**src/rtl/posi_intra_mode_dec_pkg.sv**
```systemverilog
// rtl/posi_intra_mode_dec_pkg.sv - shared size/mode constants, FSM states and Z-order helpers
package posi_intra_mode_dec_pkg;

    localparam logic [1:0] SIZE_04 = 2'd0;
    localparam logic [1:0] SIZE_08 = 2'd1;
    localparam logic [1:0] SIZE_16 = 2'd2;
    localparam logic [1:0] SIZE_32 = 2'd3;

    localparam logic [5:0] INVALID_MODE = 6'b111111;
    localparam logic [5:0] MODE_PLANAR  = 6'd0;
    localparam logic [5:0] MODE_DC      = 6'd1;
    localparam logic [5:0] MODE_VER     = 6'd26;

    typedef enum logic [2:0] {
        ST_IDLE = 3'd0,
        ST_CAND = 3'd1,
        ST_SORT = 3'd2,
        ST_ADJ  = 3'd3,
        ST_OUT  = 3'd4
    } state_t;

    // Z-order index de-interleave: even bits are x, odd bits are y
    function automatic logic [3:0] pos_x4(input logic [7:0] pos);
        return {pos[6], pos[4], pos[2], pos[0]};
    endfunction

    function automatic logic [3:0] pos_y4(input logic [7:0] pos);
        return {pos[7], pos[5], pos[3], pos[1]};
    endfunction

    function automatic logic [4:0] size_n(input logic [1:0] size);
        logic [4:0] n;
        case (size)
            SIZE_04: n = 5'd1;
            SIZE_08: n = 5'd2;
            SIZE_16: n = 5'd4;
            SIZE_32: n = 5'd8;
            default: n = 5'd1;
        endcase
        return n;
    endfunction

endpackage

```
**src/rtl/posi_mpm_derive.sv**
```systemverilog
// rtl/posi_mpm_derive.sv - combinational three-candidate MPM list from left/top neighbour modes
module posi_mpm_derive
    import posi_intra_mode_dec_pkg::*;
(
    input  logic [5:0] i_mode_a,
    input  logic [5:0] i_mode_b,
    output logic [5:0] o_cand0,
    output logic [5:0] o_cand1,
    output logic [5:0] o_cand2
);

    // Angular neighbours of A, wrapped within the 32 angular directions
    logic [4:0] w_prev;
    logic [4:0] w_next;

    assign w_prev = i_mode_a[4:0] + 5'd29;
    assign w_next = i_mode_a[4:0] - 5'd1;

    always_comb begin
        o_cand0 = i_mode_a;
        o_cand1 = i_mode_b;
        o_cand2 = MODE_PLANAR;
        if (i_mode_a == i_mode_b) begin
            if (i_mode_a < 6'd2) begin
                o_cand0 = MODE_PLANAR;
                o_cand1 = MODE_DC;
                o_cand2 = MODE_VER;
            end else begin
                o_cand1 = 6'd2 + {1'b0, w_prev};
                o_cand2 = 6'd2 + {1'b0, w_next};
            end
        end else if (i_mode_a != MODE_PLANAR && i_mode_b != MODE_PLANAR) begin
            o_cand2 = MODE_PLANAR;
        end else if (i_mode_a != MODE_DC && i_mode_b != MODE_DC) begin
            o_cand2 = MODE_DC;
        end else begin
            o_cand2 = MODE_VER;
        end
    end

endmodule

```
**src/rtl/posi_intra_mode_dec.sv**
```systemverilog
// rtl/posi_intra_mode_dec.sv - intra luma mode decoder: MPM syntax to 35-way mode with LCU neighbour buffers
module posi_intra_mode_dec
    import posi_intra_mode_dec_pkg::*;
(
    input  logic       clk,
    input  logic       rstn,
    input  logic       start_i,
    input  logic       val_i,
    output logic       rdy_o,
    input  logic [1:0] size_i,
    input  logic [7:0] position_i,
    input  logic       mpm_flag_i,
    input  logic [1:0] mpm_idx_i,
    input  logic [4:0] rem_mode_i,
    output logic       val_o,
    input  logic       rdy_i,
    output logic [5:0] mode_o,
    output logic [1:0] size_o,
    output logic [7:0] position_o
);

    state_t     r_state;
    state_t     w_state_nxt;

    logic [1:0] r_size;
    logic [7:0] r_pos;
    logic       r_flag;
    logic [1:0] r_idx;
    logic [4:0] r_rem;
    logic [5:0] r_cand0, r_cand1, r_cand2;
    logic [5:0] r_s0, r_s1, r_s2;
    logic [5:0] r_mode;
    logic [5:0] r_top_buf [16];
    logic [5:0] r_lft_buf [16];

    logic       w_accept;
    logic       w_release;
    logic       w_clear;
    logic [3:0] w_x4, w_y4;
    logic [4:0] w_n;
    logic [15:0] w_in_x, w_in_y;
    logic [5:0] w_a_raw, w_b_raw, w_a, w_b;
    logic [5:0] w_cand0, w_cand1, w_cand2;
    logic [5:0] w_lo, w_hi;
    logic [5:0] w_s0, w_s1, w_s2;
    logic [5:0] w_m0, w_m1, w_m2, w_m3;
    logic [5:0] w_sel;
    logic [5:0] w_mode_dec;

    always_ff @(posedge clk or negedge rstn) begin
        if (!rstn) begin
            r_state <= ST_IDLE;
        end else begin
            r_state <= w_state_nxt;
        end
    end

    always_comb begin
        w_state_nxt = r_state;
        rdy_o       = 1'b0;
        val_o       = 1'b0;
        unique case (r_state)
            ST_IDLE: begin
                rdy_o = 1'b1;
                if (val_i) begin
                    w_state_nxt = ST_CAND;
                end
            end
            ST_CAND: w_state_nxt = ST_SORT;
            ST_SORT: w_state_nxt = ST_ADJ;
            ST_ADJ:  w_state_nxt = ST_OUT;
            ST_OUT: begin
                val_o = 1'b1;
                if (rdy_i) begin
                    w_state_nxt = ST_IDLE;
                end
            end
            default: w_state_nxt = ST_IDLE;
        endcase
    end

    assign w_accept  = val_i & rdy_o;
    assign w_release = val_o & rdy_i;
    assign w_clear   = start_i & rdy_o;

    assign w_x4 = pos_x4(r_pos);
    assign w_y4 = pos_y4(r_pos);
    assign w_n  = size_n(r_size);

    // Neighbours on the LCU's left/top edge come from outside this LCU and count as unavailable
    assign w_a_raw = (w_x4 != 4'd0) ? r_lft_buf[w_y4] : INVALID_MODE;
    assign w_b_raw = (w_y4 != 4'd0) ? r_top_buf[w_x4] : INVALID_MODE;
    assign w_a     = (w_a_raw == INVALID_MODE) ? MODE_DC : w_a_raw;
    assign w_b     = (w_b_raw == INVALID_MODE) ? MODE_DC : w_b_raw;

    posi_mpm_derive u_mpm_derive (
        .i_mode_a (w_a),
        .i_mode_b (w_b),
        .o_cand0  (w_cand0),
        .o_cand1  (w_cand1),
        .o_cand2  (w_cand2)
    );

    always_comb begin
        w_lo = (r_cand0 <= r_cand1) ? r_cand0 : r_cand1;
        w_hi = (r_cand0 <= r_cand1) ? r_cand1 : r_cand0;
        if (r_cand2 >= w_hi) begin
            w_s0 = w_lo;
            w_s1 = w_hi;
            w_s2 = r_cand2;
        end else if (r_cand2 >= w_lo) begin
            w_s0 = w_lo;
            w_s1 = r_cand2;
            w_s2 = w_hi;
        end else begin
            w_s0 = r_cand2;
            w_s1 = w_lo;
            w_s2 = w_hi;
        end
    end

    // Remaining-mode index skips over the three candidates in ascending order
    assign w_m0 = {1'b0, r_rem};
    assign w_m1 = w_m0 + {5'd0, (w_m0 >= r_s0)};
    assign w_m2 = w_m1 + {5'd0, (w_m1 >= r_s1)};
    assign w_m3 = w_m2 + {5'd0, (w_m2 >= r_s2)};

    always_comb begin
        case (r_idx)
            2'd0:    w_sel = r_cand0;
            2'd1:    w_sel = r_cand1;
            default: w_sel = r_cand2;
        endcase
    end

    assign w_mode_dec = r_flag ? w_sel : w_m3;

    always_ff @(posedge clk or negedge rstn) begin
        if (!rstn) begin
            r_size  <= 2'd0;
            r_pos   <= 8'd0;
            r_flag  <= 1'b0;
            r_idx   <= 2'd0;
            r_rem   <= 5'd0;
            r_cand0 <= 6'd0;
            r_cand1 <= 6'd0;
            r_cand2 <= 6'd0;
            r_s0    <= 6'd0;
            r_s1    <= 6'd0;
            r_s2    <= 6'd0;
            r_mode  <= 6'd0;
        end else begin
            if (w_accept) begin
                r_size <= size_i;
                r_pos  <= position_i;
                r_flag <= mpm_flag_i;
                r_idx  <= mpm_idx_i;
                r_rem  <= rem_mode_i;
            end
            if (r_state == ST_CAND) begin
                r_cand0 <= w_cand0;
                r_cand1 <= w_cand1;
                r_cand2 <= w_cand2;
            end
            if (r_state == ST_SORT) begin
                r_s0 <= w_s0;
                r_s1 <= w_s1;
                r_s2 <= w_s2;
            end
            if (r_state == ST_ADJ) begin
                r_mode <= w_mode_dec;
            end
        end
    end

    always_comb begin
        w_in_x = 16'd0;
        w_in_y = 16'd0;
        for (int i = 0; i < 16; i++) begin
            w_in_x[i] = (5'(i) >= {1'b0, w_x4}) && (5'(i) < ({1'b0, w_x4} + w_n));
            w_in_y[i] = (5'(i) >= {1'b0, w_y4}) && (5'(i) < ({1'b0, w_y4} + w_n));
        end
    end

    // Start clears only in IDLE, so it never collides with the OUT-state write
    always_ff @(posedge clk or negedge rstn) begin
        if (!rstn) begin
            for (int i = 0; i < 16; i++) begin
                r_top_buf[i] <= INVALID_MODE;
                r_lft_buf[i] <= INVALID_MODE;
            end
        end else if (w_clear) begin
            for (int i = 0; i < 16; i++) begin
                r_top_buf[i] <= INVALID_MODE;
                r_lft_buf[i] <= INVALID_MODE;
            end
        end else if (w_release) begin
            for (int i = 0; i < 16; i++) begin
                if (w_in_x[i]) begin
                    r_top_buf[i] <= r_mode;
                end
                if (w_in_y[i]) begin
                    r_lft_buf[i] <= r_mode;
                end
            end
        end
    end

    assign mode_o     = r_mode;
    assign size_o     = r_size;
    assign position_o = r_pos;

endmodule

```
**config.mk**
```make
export PLATFORM = sky130hd
export DESIGN_NAME = posi_intra_mode_dec
export DESIGN_NICKNAME = d
export VERILOG_FILES = /design/src/rtl/posi_intra_mode_dec_pkg.sv /design/src/rtl/posi_mpm_derive.sv /design/src/rtl/posi_intra_mode_dec.sv
export SDC_FILE = /design/constraint.sdc
export NUM_CORES = 1
export LEC_CHECK = 0
export BUFFER_PORTS_ARGS = -buffer_cell sky130_fd_sc_hd__buf_4
export CORE_MARGIN = 3
export CORE_UTILIZATION = 50
export DETAILED_ROUTE_END_ITERATION = 10
export PLACE_DENSITY_LB_ADDON = 0.2
export SLEW_MARGIN = 5
export SYNTH_ARGS = -nofsm -noshare
export SYNTH_HDL_FRONTEND = slang
export SYNTH_SLANG_ARGS = --single-unit
```
**constraint.sdc**
```tcl
create_clock -name clk -period 9.1 [get_ports clk]
set_input_delay 2.73 -clock clk [delete_from_list [all_inputs] [get_ports clk]]
set_output_delay 2.73 -clock clk [all_outputs]
set_load 0.02 [all_outputs]
```
After elaboration in Yosys (flattened, before gate mapping)

Index checks and enable logic that the tools add are counted.

Equal/unequal tests: 15
Add/sub/neg operators: 9
Order comparisons: 71
Multiplexer cells: 69
Reductions and logical operators: 105
Bitwise logic cells: 5

Operators by type and width:

| kind                                                                    | number |
|---|---|
| 96-bit 2-to-1 mux                                                       | 4 |
| 6-bit 2-to-1 mux                                                        | 55 |
| 4-bit by 5-bit < comparator with 1-bit output, first input constant     | 16 |
| 2-bit AND reduction                                                     | 33 |
| 2-bit nonzero test                                                      | 33 |
| 4-bit >= comparator, first input constant                               | 14 |
| 6-bit binary-select mux with 4-bit select                               | 2 |
| 3-bit by 5-bit < comparator with 1-bit output, first input constant     | 8 |
| 3-bit by 4-bit >= comparator with 1-bit output, first input constant    | 8 |
| 1-bit logical AND                                                       | 32 |
| 6-bit >= comparator                                                     | 4 |
| 1-bit by 5-bit < comparator with 1-bit output, first input constant     | 4 |
| 2-bit by 5-bit < comparator with 1-bit output, first input constant     | 4 |
| 5-bit one-hot mux with 4 select lines                                   | 1 |
| 1-bit by 4-bit >= comparator with 1-bit output, first input constant    | 4 |
| 2-bit by 4-bit >= comparator with 1-bit output, first input constant    | 4 |
| 3-bit one-hot mux with 5 select lines                                   | 1 |
| 2-bit by 5-bit adder with 6-bit output, first input constant            | 2 |
| 6-bit by 1-bit adder with 6-bit output                                  | 2 |
| 6-bit equality test, second input constant                              | 2 |
| 6-bit by 1-bit inequality test with 1-bit output, second input constant | 2 |
| 6-bit one-hot mux with 2 select lines                                   | 1 |
| 6-bit nonzero test                                                      | 2 |
| 4-bit by 5-bit adder with 5-bit output                                  | 2 |
| other kinds (22)                                                        | 34 |

Bits in registers: 255
Logic and storage cells: 319

Logic depth before layout (Yosys ltp)

Gate-level depths: netlist of the first run.

Depth in word-level cells: 12
Mapped depth: 35
Depth with buffers taken out: 35

By module

Synthesis of the first run repeated with hierarchy kept, for this count alone.

Cell total of the unflattened synthesis: 1471
Area total of the unflattened synthesis: 15150.8 um^2

Modules (own cells, without submodules):

| module              | cells each | area each (um^2) | times used |
|---|---|---|---|
| posi_intra_mode_dec | 1393       | 14526.4          | 1 |
| posi_mpm_derive     | 78         | 624.3            | 1 |

Worst setup path after synthesis of the first run

No wires, ideal clock.

Path type: register to register
Start point: register r_rem[0]
End point: register r_mode[2], in the netlist mode_o[2]
Data arrival time: 4939 ps
Path slack: 4033 ps
Stages on the path, launching flop included: 33
Buffers on the path: 0
Path through: dfrtp_1 > inv_1 > ha_1 > nand2b_1 > a21oi_1 > nor2b_1 > o21ai_0 > nand2b_1 > a21oi_1 > nor2_1 > ha_1 > ha_1 > ha_1 > a21o_1 > a21o_1 > a21oi_1 > nor2b_1 > o21ai_0 > nand2b_1 > ha_1 > ha_1 > xor2_1 > ha_1 > a21o_1 > a21oi_1 > nor2b_1 > o21ai_0 > nand2b_1 > ha_1 > ha_1 > xor2_1 > o21ai_0 > o21ai_0

Word-level cells in the longest chain between the ends: 7

RTL lines:

| item                                           | line                       | source |
|---|---|---|
| start: declaration                             | posi_intra_mode_dec.sv:29  | `logic [4:0] r_rem;` |
| start signal: assignment                       | posi_intra_mode_dec.sv:158 | `r_rem <= rem_mode_i;` |
| 5-bit by 6-bit >= comparator with 1-bit output | posi_intra_mode_dec.sv:124 | `assign w_m1 = w_m0 + {5'd0, (w_m0 >= r_s0)};` |
| 5-bit by 1-bit adder with 6-bit output (*)     | posi_intra_mode_dec.sv:124 |  |
| 6-bit >= comparator                            | posi_intra_mode_dec.sv:125 | `assign w_m2 = w_m1 + {5'd0, (w_m1 >= r_s1)};` |
| 6-bit by 1-bit adder with 6-bit output (*)     | posi_intra_mode_dec.sv:125 |  |
| 6-bit >= comparator                            | posi_intra_mode_dec.sv:126 | `assign w_m3 = w_m2 + {5'd0, (w_m2 >= r_s2)};` |
| 6-bit by 1-bit adder with 6-bit output (*)     | posi_intra_mode_dec.sv:126 |  |
| 6-bit 2-to-1 mux (*)                           | posi_intra_mode_dec.sv:136 | `assign w_mode_dec = r_flag ? w_sel : w_m3;` |
| end signal: assignment                         | posi_intra_mode_dec.sv:171 | `r_mode <= w_mode_dec;` |
| end: declaration                               | posi_intra_mode_dec.sv:32  | `logic [5:0] r_mode;` |

Every way passes the cells marked *; elsewhere a longest branch is shown, timed or not.
A chain may end at the register's enable or synchronous reset.

Final worst setup path of the first run

Ends and elaborated chain as after synthesis.

==> results of run 1 <==
==> routing by layer <==
layer / up-vias / part of all wire / wire [um] / GRT usage
met4: 0 / 0.017 / 600 / 0.0435
met3: 42 / 0.042 / 1510 / 0.0309
met5: - / 0 / 0 / 0
met1: 5259 / 0.48 / 17400 / 0.341
li1: 4949 / - / - / -
met2: 210 / 0.46 / 16600 / 0.363
==> final cells by class <==
cell class              count  share of cell area
multi-input cells        1015               0.468
flip-flops and latches    255               0.403
clock buffers              41              0.0518
repair buffers             65              0.0301
well taps                 384              0.0292
clock inverters            10             0.00936
inverters                  40             0.00913
==> cell families after synthesis <==
| group | Yosys count | share of synthesized area |
|---|---|---|
| buf+inv | 139 | 0.0420 |
| compound gates | 206 | 0.0913 |
| simple gates | 448 | 0.132 |
| flops | 255 | 0.444 |
| xor+xnor | 28 | 0.0164 |
| mux | 278 | 0.227 |
| fa+ha+maj | 55 | 0.0471 |
==> path summary, 6_finish.rpt <==
check / startpoint / endpoint / cells after the start
setup reg to reg: r_rem[0] / mode_o[2] / 32
min in group asynchronous: rstn / r_rem[4] / 1
hold reg to reg: r_s2[4] / r_s2[4] / 2
max in group asynchronous: rstn / position_o[0] / 2
hold / removal: r_s2[4] / r_s2[4] / 2
setup / recovery: r_rem[0] / mode_o[2] / 32
==> critical path, delay by kind of cell, from the launching register on <==
family | cells | cell delay (ns)
xor+xnor | 3 | 0.81
flops | 1 | 0.35
fa+ha+maj | 9 | 2.12
simple gates | 8 | 0.59
compound gates | 11 | 1.56
buf+inv | 1 | 0.06
==> through the flow <==
| step | cell area [um2] | utilization | worst slack (ns) |
|---|---|---|---|
| 2_1_floorplan | 14900 | - | 4.03 |
| 3_3_place_gp | 15400 | 0.531 | 3.59 |
| 3_5_place_dp | 15400 | 0.531 | 3.49 |
| 4_1_cts | 16400 | 0.565 | 3.46 |
| 5_1_grt | 16400 | 0.565 | 2.85 |
| 6_report | 16400 | 0.565 | 3.47 |
==> layout by cell type (no fill, tap or decap), drive strengths merged, types with 6 or more instances in the layout <==
master / n
nand2: 273
mux2i: 215
dfstp: 192
o21ai: 75
nor2: 66
buf: 65
dfrtp: 63
ha: 53
a21oi: 45
mux4: 45
clkbuf: 41
inv: 39
nand3: 21
nor3: 21
a21o: 18
mux2: 18
xnor2: 16
nand2b: 14
xor2: 12
nand4: 11
o211ai: 11
nor2b: 10
and2: 9
a211oi: 9
o221ai: 7
clkinv: 7
o21a: 6
o311ai: 6
==> run metrics, run 1 <==
Min Clock Period, post-route 5.63 ns; crit share post-route 0.619; Mapped Avg Cell Area 10.6 um2; Seq. cell area about 0.0066 mm2; All-Layer GR Usage 0.229; Final GP Congestion around 0.9; total gr overflow 0; Clock Tree Buf Depth 3; CTS tree done; clock sinks 255; Final Max Slew Viols 0; post-route ant nets 0; share of layout cells above drive strength 1 0.272; Worst EP required 9.50 ns; cell taking the most area after synthesis dfstp_2; setup_tns 0 ns; core area 0.0291 mm2; DR WL/cell ~20 um; Yosys cell types 81; Startpoint Class flop; max-cap viol count 0; routed wire length 36.1 mm; # fillers 2,552; Mapped Cells between 1,000 and 1,500; cts bufs inserted 29; first-pass iteration count of the detailed router 5; Final #Nets 1,484; fmax between 150 and 200 MHz; detailed placement HPWL 23.3 mm; Critical Path End Type flop; Rel. slew slack 0.233; worst-margin pin slew 1.15 ns; Final Hold Vio Count 0; clock root buffer clkbuf_16; # DRC 0; Multi-input gate area 0.00769 mm2; Ys Warns 0; RSZ-0062 raised after global routing false; CP Class flop to flop; synth top area cells dfstp_2, mux2i_1, dfrtp_1; clk_lat worst skew 0.55 ns; Non-Filler Instances 1,810; Critical Path AT 6.03 ns; Most common cell on crit path ha_1; clk_skew around 0.01 ns; Post-CTS Setup Inserts 0; Worst path max stage delay roughly 0.35 ns; first-pass GRT wire length 58.3 mm; count of flip-flops with a built-in enable after synthesis 0; I/O pins 41; fraction of registers with async set/reset 1.00; vias in the first global route 10,339; via count 10,460; Iteration-0 DRC Markers around 760; number of placement rows 62; Antenna Cells 0; area fraction of the dominant cell type after synthesis 0.338; Slowest cell on crit path dfrtp_1; Initial Utilization 0.513; # port buffers 40; Placed Cells 1,759; Die Area 0.0319 mm2; Final setup viols 0; post-synth net total 1,487; top post-synthesis cells by count nand2_1, mux2i_1, dfstp_2, clkbuf_1, o21ai_0; Seq/Total Area, Yosys 0.444; flops & latches, synth 255; CTS resizes 0; via/cell ratio 5.78; critical-path maximum fanout 4; commonest register cell after synthesis dfstp_2; final hold slack 0.478 ns; Min-Delay Path Class flop to flop; H-tree levels 1; reg2reg setup slack 3.47 ns; pin count of the biggest net entering global routing around 100; initial antenna violation count 0; die width 179 um; Die H 179 um; most frequent cell after synthesis nand2_1; status finished clean; synthesis-to-layout area growth 10.2%; post-synthesis cell area 0.0149 mm2; Clk pin slew, worst setup/hold paths 0.06 ns; hold buffers post-CTS 0
Power of run 1 is not shown: default switching activity piles up to over one toggle a cycle in this logic, so the estimate is an artifact.
==> run 2: changes to the inputs <==
clock period = 4.65 ns   (was 9.1 ns; I/O delays follow)
==> run 2 against run 1 <==
  * The flow now finishes with violations (setup timing)
  * Sequential cell count unchanged
  * Via count increased by 2.7%
  * Count of clock-buffer cells in the layout decreased by 2
  * Worst hold slack about the same
  * Critical path depth increased by 1
  * Clock skew increased by 0.0075 ns
  * Fmax increased by 15%
  * First-iteration DRC count increased by 1.8%
  * Final area increased by 4.2%
  * Worst setup slack got worse by 3.7 ns
  * Utilization increased by 2.3 points
  * Die area unchanged
==> run metrics, run 2 (synthesis gave the netlist of run 1 again) <==
status complete, but fails checks; failing checks setup timing; post-route setup slack -0.244 ns; setup_tns -1.12 ns; CTS tree done; Final Max Slew Viols 0; Die Area approximately 0.032 mm2; Critical Path AT 5.31 ns; detailed placement HPWL around 24 mm; H-tree levels 1; clock root buffer clkbuf_16; CP Launch Point r_rem[0]; R2R Path Start r_rem[0]; Die H approximately 180 um; initial antenna violation count 0; clk_skew roughly 0.018 ns; Rel. slew slack 0.193; via count approximately 11,000; Final setup viols 6; # port buffers 40; total gr overflow 0; Placement Setup Slack -0.491 ns; Hold Crit Start r_s0[4]; commonest non-fill, non-tap cell in the layout nand2_1; die width ~180 um; cts bufs inserted 28; worst-margin pin slew 1.21 ns; Initial Utilization 0.513; Final #Nets about 1,500; Non-Filler Instances 1,859; number of placement rows 62; synthesis-to-layout area growth 14.8%; Iteration-0 DRC Markers 773; post-route ant nets 0; RSZ-0062 raised after global routing true; # DRC 0; Worst EP required 5.06 ns; routed wire length 36.8 mm; pin count of the biggest net entering global routing 106; hold buffers post-CTS 0; # fillers 2,466; Placed Cells 1,800; Final Hold Vio Count 0; design area 0.0171 mm2; fmax about 200 MHz; Clock Tree Buf Depth 3; Final GP Congestion 0.886; clk_lat worst skew 0.55 ns; via/cell ratio 5.78; highest-count cells in the layout ignoring fill and taps nand2_1, mux2i_1, dfstp_2; critical-path maximum fanout 2; CP Class flop to flop; core area 0.0291 mm2; Worst path max stage delay 0.39 ns; Antenna Cells 0; Startpoint Class flop; All-Layer GR Usage 0.233; Slowest cell on crit path dfrtp_1; I/O pins 41; vias in the first global route 10,639; Clk pin slew, worst setup/hold paths approximately 0.06 ns; Area after DPL 0.0158 mm2; Min Clock Period, post-route 4.89 ns; crit share post-route 1.05; Min-Delay Path Class flop to flop; clock sinks 255; max-cap viol count 0; share of layout cells above drive strength 1 0.320; Critical Path End Type flop; first-pass GRT wire length just under 60 mm; DR WL/cell 19.8 um; first-pass iteration count of the detailed router 5
## run 2: cell count changes in the layout (fill, tap and decap cells not counted), sizes merged
cell	delta
clkinv	+2
buf	+48
clkbuf	-2
bufinv	+1
## run 2: metal layers
metal	vias up	part of all wire	GRT usage
li1	5054	-	-
met1	5345	0.46	0.337
met2	294	0.46	0.369
met3	52	0.056	0.0375
met4	0	0.022	0.0558
met5	-	0	0
## run 2: through the flow
step                       util  hold slack [ns]
after global placement    0.545            0.463
after floorplan               -            0.450
after CTS                 0.585            0.485
after global routing      0.589            0.518
final                     0.589            0.478
after detailed placement  0.545            0.472
## run 2: final timing paths
| path | depth (start not counted) | end | slack (ns) |
|---|---|---|---|
| min in group asynchronous | 1 | r_s1[1] | 0.89 |
| setup reg to reg | 33 | mode_o[3] | -0.24 |
| hold / removal | 2 | r_s0[4] | 0.48 |
| setup / recovery | 33 | mode_o[3] | -0.24 |
| hold reg to reg | 2 | r_s0[4] | 0.48 |
| max in group asynchronous | 2 | r_top_buf[28] | 2.71 |
## run 2: worst max-delay path, delay by kind of cell (launching register included)
family,cells,cell delay (ns)
simple gates,10,0.91
xor+xnor,1,0.15
buf+inv,2,0.13
flops,1,0.39
fa+ha+maj,7,1.57
compound gates,13,1.62
## run 2: repair_timing
item | 4_1_cts | 5_1_grt
pin swaps | 27 | 20
endpoints found under the hold margin | 0 | 0
setup buffers | 1 | 5
resized for setup | 14 | 15
cloned | 0 | 1
setup endpoints to repair | 6 | 18
## run 2: layout make-up
| class | count | area, um2 | area share |
|---|---|---|---|
| Inverter | 40 | 150 | 0.00877 |
| Timing Repair Buffer | 113 | 898 | 0.0525 |
| Clock buffer | 39 | 876 | 0.0511 |
| Tap cell | 384 | 480 | 0.0281 |
| Clock inverter | 13 | 194 | 0.0113 |
| Sequential cell | 255 | 6620 | 0.387 |
| Multi-Input combinational cell | 1015 | 7900 | 0.461 |
Power of run 2 is left out for the same reason.
